### config.mk
export PLATFORM = sky130hd
export DESIGN_NAME = sd_adc_decimator
export DESIGN_NICKNAME = d
export VERILOG_FILES = /design/src/rtl/sd_adc_decimator.sv
export SDC_FILE = /design/constraint.sdc
export NUM_CORES = 1
export LEC_CHECK = 0
export BUFFER_PORTS_ARGS = -buffer_cell sky130_fd_sc_hd__buf_2
export CAP_MARGIN = 40
export CORE_MARGIN = 3
export CORE_UTILIZATION = 25
export DETAILED_ROUTE_END_ITERATION = 7
export GPL_TIMING_DRIVEN = 0
export PLACE_DENSITY = 0.39
export SLEW_MARGIN = 20
export SYNTH_ARGS = -nofsm -noshare
export SYNTH_HDL_FRONTEND = slang
export SYNTH_SLANG_ARGS = --single-unit
### constraint.sdc
create_clock -name clk -period 6.9 [get_ports clk]
set_input_delay 0.345 -clock clk [delete_from_list [all_inputs] [get_ports clk]]
set_output_delay 0.345 -clock clk [all_outputs]
set_load 0.005 [all_outputs]
### src/rtl/sd_adc_decimator.sv
`default_nettype none
// +----------------------------------------------------------------------------+
// | Module   : sd_adc_decimator                                                |
// | Function : Stereo 1st-order sigma-delta ADC loop with CIC-2 decimation.    |
// | Revision : 1.0  initial release                                            |
// +----------------------------------------------------------------------------+
module sd_adc_decimator #(
  parameter int CLKDIV     = 4,
  parameter int DECIM_LOG2 = 8
) (
  input  logic        clk,
  input  logic        reset_n,
  input  logic        cmp_l,
  input  logic        cmp_r,
  output logic        fb_l,
  output logic        fb_r,
  output logic [15:0] q_l,
  output logic [15:0] q_r,
  output logic        q_valid
);

  localparam int         c_W        = 2 * DECIM_LOG2 + 1;
  localparam int         c_Y        = 2 * DECIM_LOG2;
  localparam logic [7:0] c_PRE_LAST = 8'(CLKDIV - 1);

  logic [7:0]            r_pre;
  logic [DECIM_LOG2-1:0] r_dcnt;
  logic [1:0]            r_settle;
  logic                  r_valid;
  logic                  w_tick;
  logic                  w_dtick;
  logic                  w_load;
  logic [1:0]            w_cmp;

  assign w_tick  = (r_pre == c_PRE_LAST);
  assign w_dtick = w_tick & (&r_dcnt);
  assign w_load  = w_dtick & (r_settle == 2'd2);
  assign w_cmp   = {cmp_r, cmp_l};

  // Shared timing: prescaler, decimation counter and settle counter
  always_ff @(posedge clk or negedge reset_n) begin
    if (!reset_n) begin
      r_pre    <= 8'd0;
      r_dcnt   <= '0;
      r_settle <= 2'd0;
      r_valid  <= 1'b0;
    end else begin
      r_pre   <= w_tick ? 8'd0 : r_pre + 8'd1;
      r_valid <= w_load;
      if (w_tick) begin
        r_dcnt <= r_dcnt + 1'b1;
      end
      if (w_dtick && (r_settle != 2'd2)) begin
        r_settle <= r_settle + 2'd1;
      end
    end
  end

  for (genvar i = 0; i < 2; i++) begin : g_ch
    logic [1:0]     r_sync;
    logic           r_fb;
    logic [c_W-1:0] r_int1;
    logic [c_W-1:0] r_int2;
    logic [c_W-1:0] r_d1;
    logic [c_W-1:0] r_d2;
    logic [15:0]    r_q;
    logic           w_bit;
    logic [c_W-1:0] w_int1_nxt;
    logic [c_W-1:0] w_int2_nxt;
    logic [c_W-1:0] w_c1;
    logic [c_W-1:0] w_y;
    logic [15:0]    w_pcm;

    assign w_bit      = r_sync[1];
    assign w_int1_nxt = r_int1 + {{(c_W-1){1'b0}}, w_bit};
    assign w_int2_nxt = r_int2 + w_int1_nxt;
    assign w_c1       = w_int2_nxt - r_d1;
    assign w_y        = w_c1 - r_d2;
    // Only y == 2^c_Y sets the top bit; it saturates to positive full scale
    assign w_pcm      = w_y[c_Y] ? 16'h7FFF : {~w_y[c_Y-1], w_y[c_Y-2 -: 15]};

    always_ff @(posedge clk or negedge reset_n) begin
      if (!reset_n) begin
        r_sync <= 2'b00;
        r_fb   <= 1'b0;
        r_int1 <= '0;
        r_int2 <= '0;
        r_d1   <= '0;
        r_d2   <= '0;
        r_q    <= 16'h0000;
      end else begin
        r_sync <= {r_sync[0], w_cmp[i]};
        if (w_tick) begin
          r_fb   <= w_bit;
          r_int1 <= w_int1_nxt;
          r_int2 <= w_int2_nxt;
        end
        if (w_dtick) begin
          r_d1 <= w_int2_nxt;
          r_d2 <= w_c1;
        end
        if (w_load) begin
          r_q <= w_pcm;
        end
      end
    end
  end

  assign fb_l    = g_ch[0].r_fb;
  assign fb_r    = g_ch[1].r_fb;
  assign q_l     = g_ch[0].r_q;
  assign q_r     = g_ch[1].r_q;
  assign q_valid = r_valid;

endmodule
`default_nettype wire
==> summary.md <==
After detailed routing, the number of remaining DRC violations is 0. The clock reaches the later pin of the worst-skew pair after 450 ps. The count of nets left with antenna violations once routing finished came out at 0. The classification of the worst-slack hold path is in2async.

The tools report the initial antenna violation count as 0. Dividing the detail-routed wire length by the instance count gives 13.8 um. After synthesis the cells add up to 0.0125 mm2. Fraction of synthesized area in multiplexers: 0.0133.

The required time reported for the critical path endpoint is 7270 ps. Mean post-synth cell area: 9.10 um2. In this run the critical register-to-register path is captured at q_l[12]. The sum of routed wire length over all layers was 29.1 mm; the wire length of the first global-routing pass was 49.3 mm.

The number of setup buffers added after CTS is 0. TritonCTS built the clock tree. The tool flagged a number of max-cap violations equal to 0. The cell count after synthesis is 1373, and the count of buffers from port buffering is 38. The die covers 0.0527 mm2. The total global routing track utilization is 0.115, and the share of the clock period used by the worst path is 0.928. The violation count after the first detailed-routing iteration was 412; the post-synthesis share of cell area spent on full adders, half adders and majority gates was 0.116. The worst register-to-register path begins at g_ch[0].r_sync[1].

In this run the deepest clock path goes through 2 buffers. In this run, CTS created clock tree buffers numbering 17. The flow ran to the end, and the final reports show no timing, DRC or antenna violations. The detailed router placed 9177 vias in this run. The hold violation count in the final report is 0. For the worst setup path, the data arrival time is 6770 ps. The share of post-route cells with drive strength above 1 was 0.0925; the logic depth of the worst register-to-register path was 27.

In this run the worst path has a maximum fanout of 10. The setup violation total in the final timing report was 0. Leaving out fill and tap cells, the most frequent cell in the layout is dfrtp_1. The sum of net half-perimeters after detailed placement is 22.5 mm, and the die width is 230 um. For this run, the top clock speed supported by timing is 0.156 GHz.

The run gives 0.498 as the relative slew slack. The xor-xnor portion of the synthesized cell area works out to 0.114. Number of synthesized register bits: 193. The tools report the max-slew violation count as 0. The starting utilization of the core area is 0.254, and the minimum clock period after layout is 6400 ps. The remaining global-route overflow was 0.

For the global placer's final weighted congestion, the log shows 0.763. The die is 230 um tall. Relative to the synthesized area, the layout overhead comes to 14.2%. The worst setup path is launched from a flip-flop.

The run gives 88 as the pin count of the biggest net entering global routing. The critical path starts at g_ch[0].r_sync[1]. Post-placement setup slack: 109 ps. Ranked by total cell area, the synthesized netlist is headed by dfrtp_1 39%, ha_1 11%, xnor2_1 6.4%. Following the worst setup path forward leads to its endpoint at q_l[12].

The kind of capture point of the worst setup path is a flip-flop. The sequential cell area fraction in the yosys report is 0.386, and the synthesized netlist net count is 1489. Among all flip-flop cells after synthesis, the most frequent one is dfrtp_1.

In the routed layout, each cell is associated on average with a via count of 4.35. For the final routed database, the setup TNS stands at 0 ps. The repair_antennas step left the layout with diodes totalling 0. The number of global-route vias before repair is 9357, and the total core area is 0.0492 mm2. For the number of warnings printed during yosys synthesis, the log shows 0.

At the pin with the least slew margin, the transition time is 753 ps. The number of H-tree levels was 4; the minimum setup slack among reg-to-reg paths was 500 ps. The worst setup path is of the reg2reg kind.

After the last flow step, the layout net total stands at 1551. The combinational family with the most area after synthesis was compound AO/OA/AOI/OAI gates. Setup slack on the critical path of the routed design comes to 499 ps. The CTS clock-pin slew for the worst setup and hold paths is 70 ps.

Of all cell types, the one taking the most synthesized area is dfrtp_1. The complex-gate fraction of the synthesized area works out to 0.174. The fraction of registers with async set or reset after synthesis came out at 1.00. Clock tree synthesis selected as its root buffer the cell clkbuf_16. The library cells used most frequently in the layout, excluding fill and tap cells, are 193 x dfrtp_1, 164 x nand2_1, 120 x o21ai_0. The post-synthesis simple-gate area fraction was 0.149. Hold timing on the final database bottoms out at a slack of 349 ps. During I/O placement, the number of pins put on the boundary was 39. Counting every sink on the clock net gives 193.

The length of the first detailed-routing pass in iterations is 4, and the number of distinct library cells after synthesis is 75. The top cell type's share of synthesized area came out at 0.386. The tools report the worst-case clock skew as 13.7 ps.

In this run, synthesis inferred 0 flip-flops with an integrated enable. Total number of placement rows: 81.
==> sequential cells by signal, summed over array words and instances (netlist names), 2 cells and up <==
name,cells
g_ch.r_d1,34
g_ch.r_d2,34
g_ch.r_int1,34
g_ch.r_int2,34
q_l,16
q_r,16
r_dcnt,8
r_pre,8
g_ch.r_sync,4
r_settle,2
==> layer usage <==
metal / track usage / vias up / routed length, um
li1: - / 4841 / -
met1: 0.158 / 4262 / 15000
met2: 0.189 / 55 / 13200
met3: 0.0152 / 19 / 550
met4: 0.0318 / 0 / 365
met5: 0 / - / 0
==> Yosys cell counts, types with 9 or more instances <==
master / instances
nand4_1: 12
nor3_1: 22
nand2_1: 164
xnor2_1: 91
a21oi_1: 67
o21ai_0: 120
dfrtp_1: 193
mux2_2: 13
nor2_1: 103
xor2_1: 63
or3_1: 11
a31oi_1: 15
nor2b_1: 9
and3_1: 21
ha_1: 106
o21a_1: 17
nand3_1: 33
a21oi_2: 10
o21bai_1: 13
clkbuf_1: 35
a21o_1: 26
nand2b_1: 10
inv_1: 117
==> worst min path at each step <==
stage                                 start                 to  slack (ps)  cells after the start
final                               reset_n            q_l[14]         350                      2
after global routing                reset_n            q_l[14]         360                      2
after CTS                           reset_n            q_l[14]         340                      2
after detailed placement            reset_n            q_l[14]         230                      1
after global placement    g_ch[1].r_sync[0]  g_ch[1].r_sync[1]         340                      0
after floorplan                     reset_n               fb_l          50                      0
==> critical path, cell delays in order (launching register included) <==
cell and delay, ps:
dfrtp_1 410, ha_1 240, and3_1 230, and3_1 230, and3_1 220, xor2_1 210, ha_1 310, o21ai_0 90
nor2_1 80, a21oi_2 230, xnor2_1 200, inv_1 70, ha_1 390, nand3_1 90, a211oi_1 350, nor3_2 130
or3_1 400, xnor2_1 280, ha_1 340, nor3_1 90, nor2_1 190, o41ai_4 140, o211a_1 250, a311oi_1 290
xnor3_2 370, and2_4 210, buf_6 150, a21oi_2 120
==> through the flow <==
step / utilization / cells / area (um2)
3_5_place_dp: 0.276 / 2077 / 13600
6_report: 0.290 / 2112 / 14300
3_3_place_gp: 0.275 / 2075 / 13500
2_1_floorplan: - / 1373 / 12500
4_1_cts: 0.289 / 2112 / 14200
5_1_grt: 0.290 / 2112 / 14300
==> cell type report <==
cell class / instances / area [um2]
inverter: 118 / 443
buffer: 38 / 158
fill: 5237 / 34900
multi-input combinational: 1024 / 7110
clock inverter: 12 / 155
clock buffer: 20 / 457
tap: 664 / 831
timing repair buffer: 43 / 285
sequential: 193 / 4830
==> kinds of logic (layout without fill, tap and decap cells) <==
family          Yosys count  in the layout
compound gates          334            334
fa+ha+maj               112            112
flops                   193            193
simple gates            406            406
mux                      15             15
buf+inv                 156            231
xor+xnor                157            157
==> timing repair <==
action	4_1_cts	5_1_grt
hold buffers	3	0
resized for setup	0	7
hold endpoints to repair	36	0
setup endpoints to repair	0	16
Power is left out: the tool's default activity adds up to more than one toggle a clock period on the data nets, which glitch-free logic cannot reach.
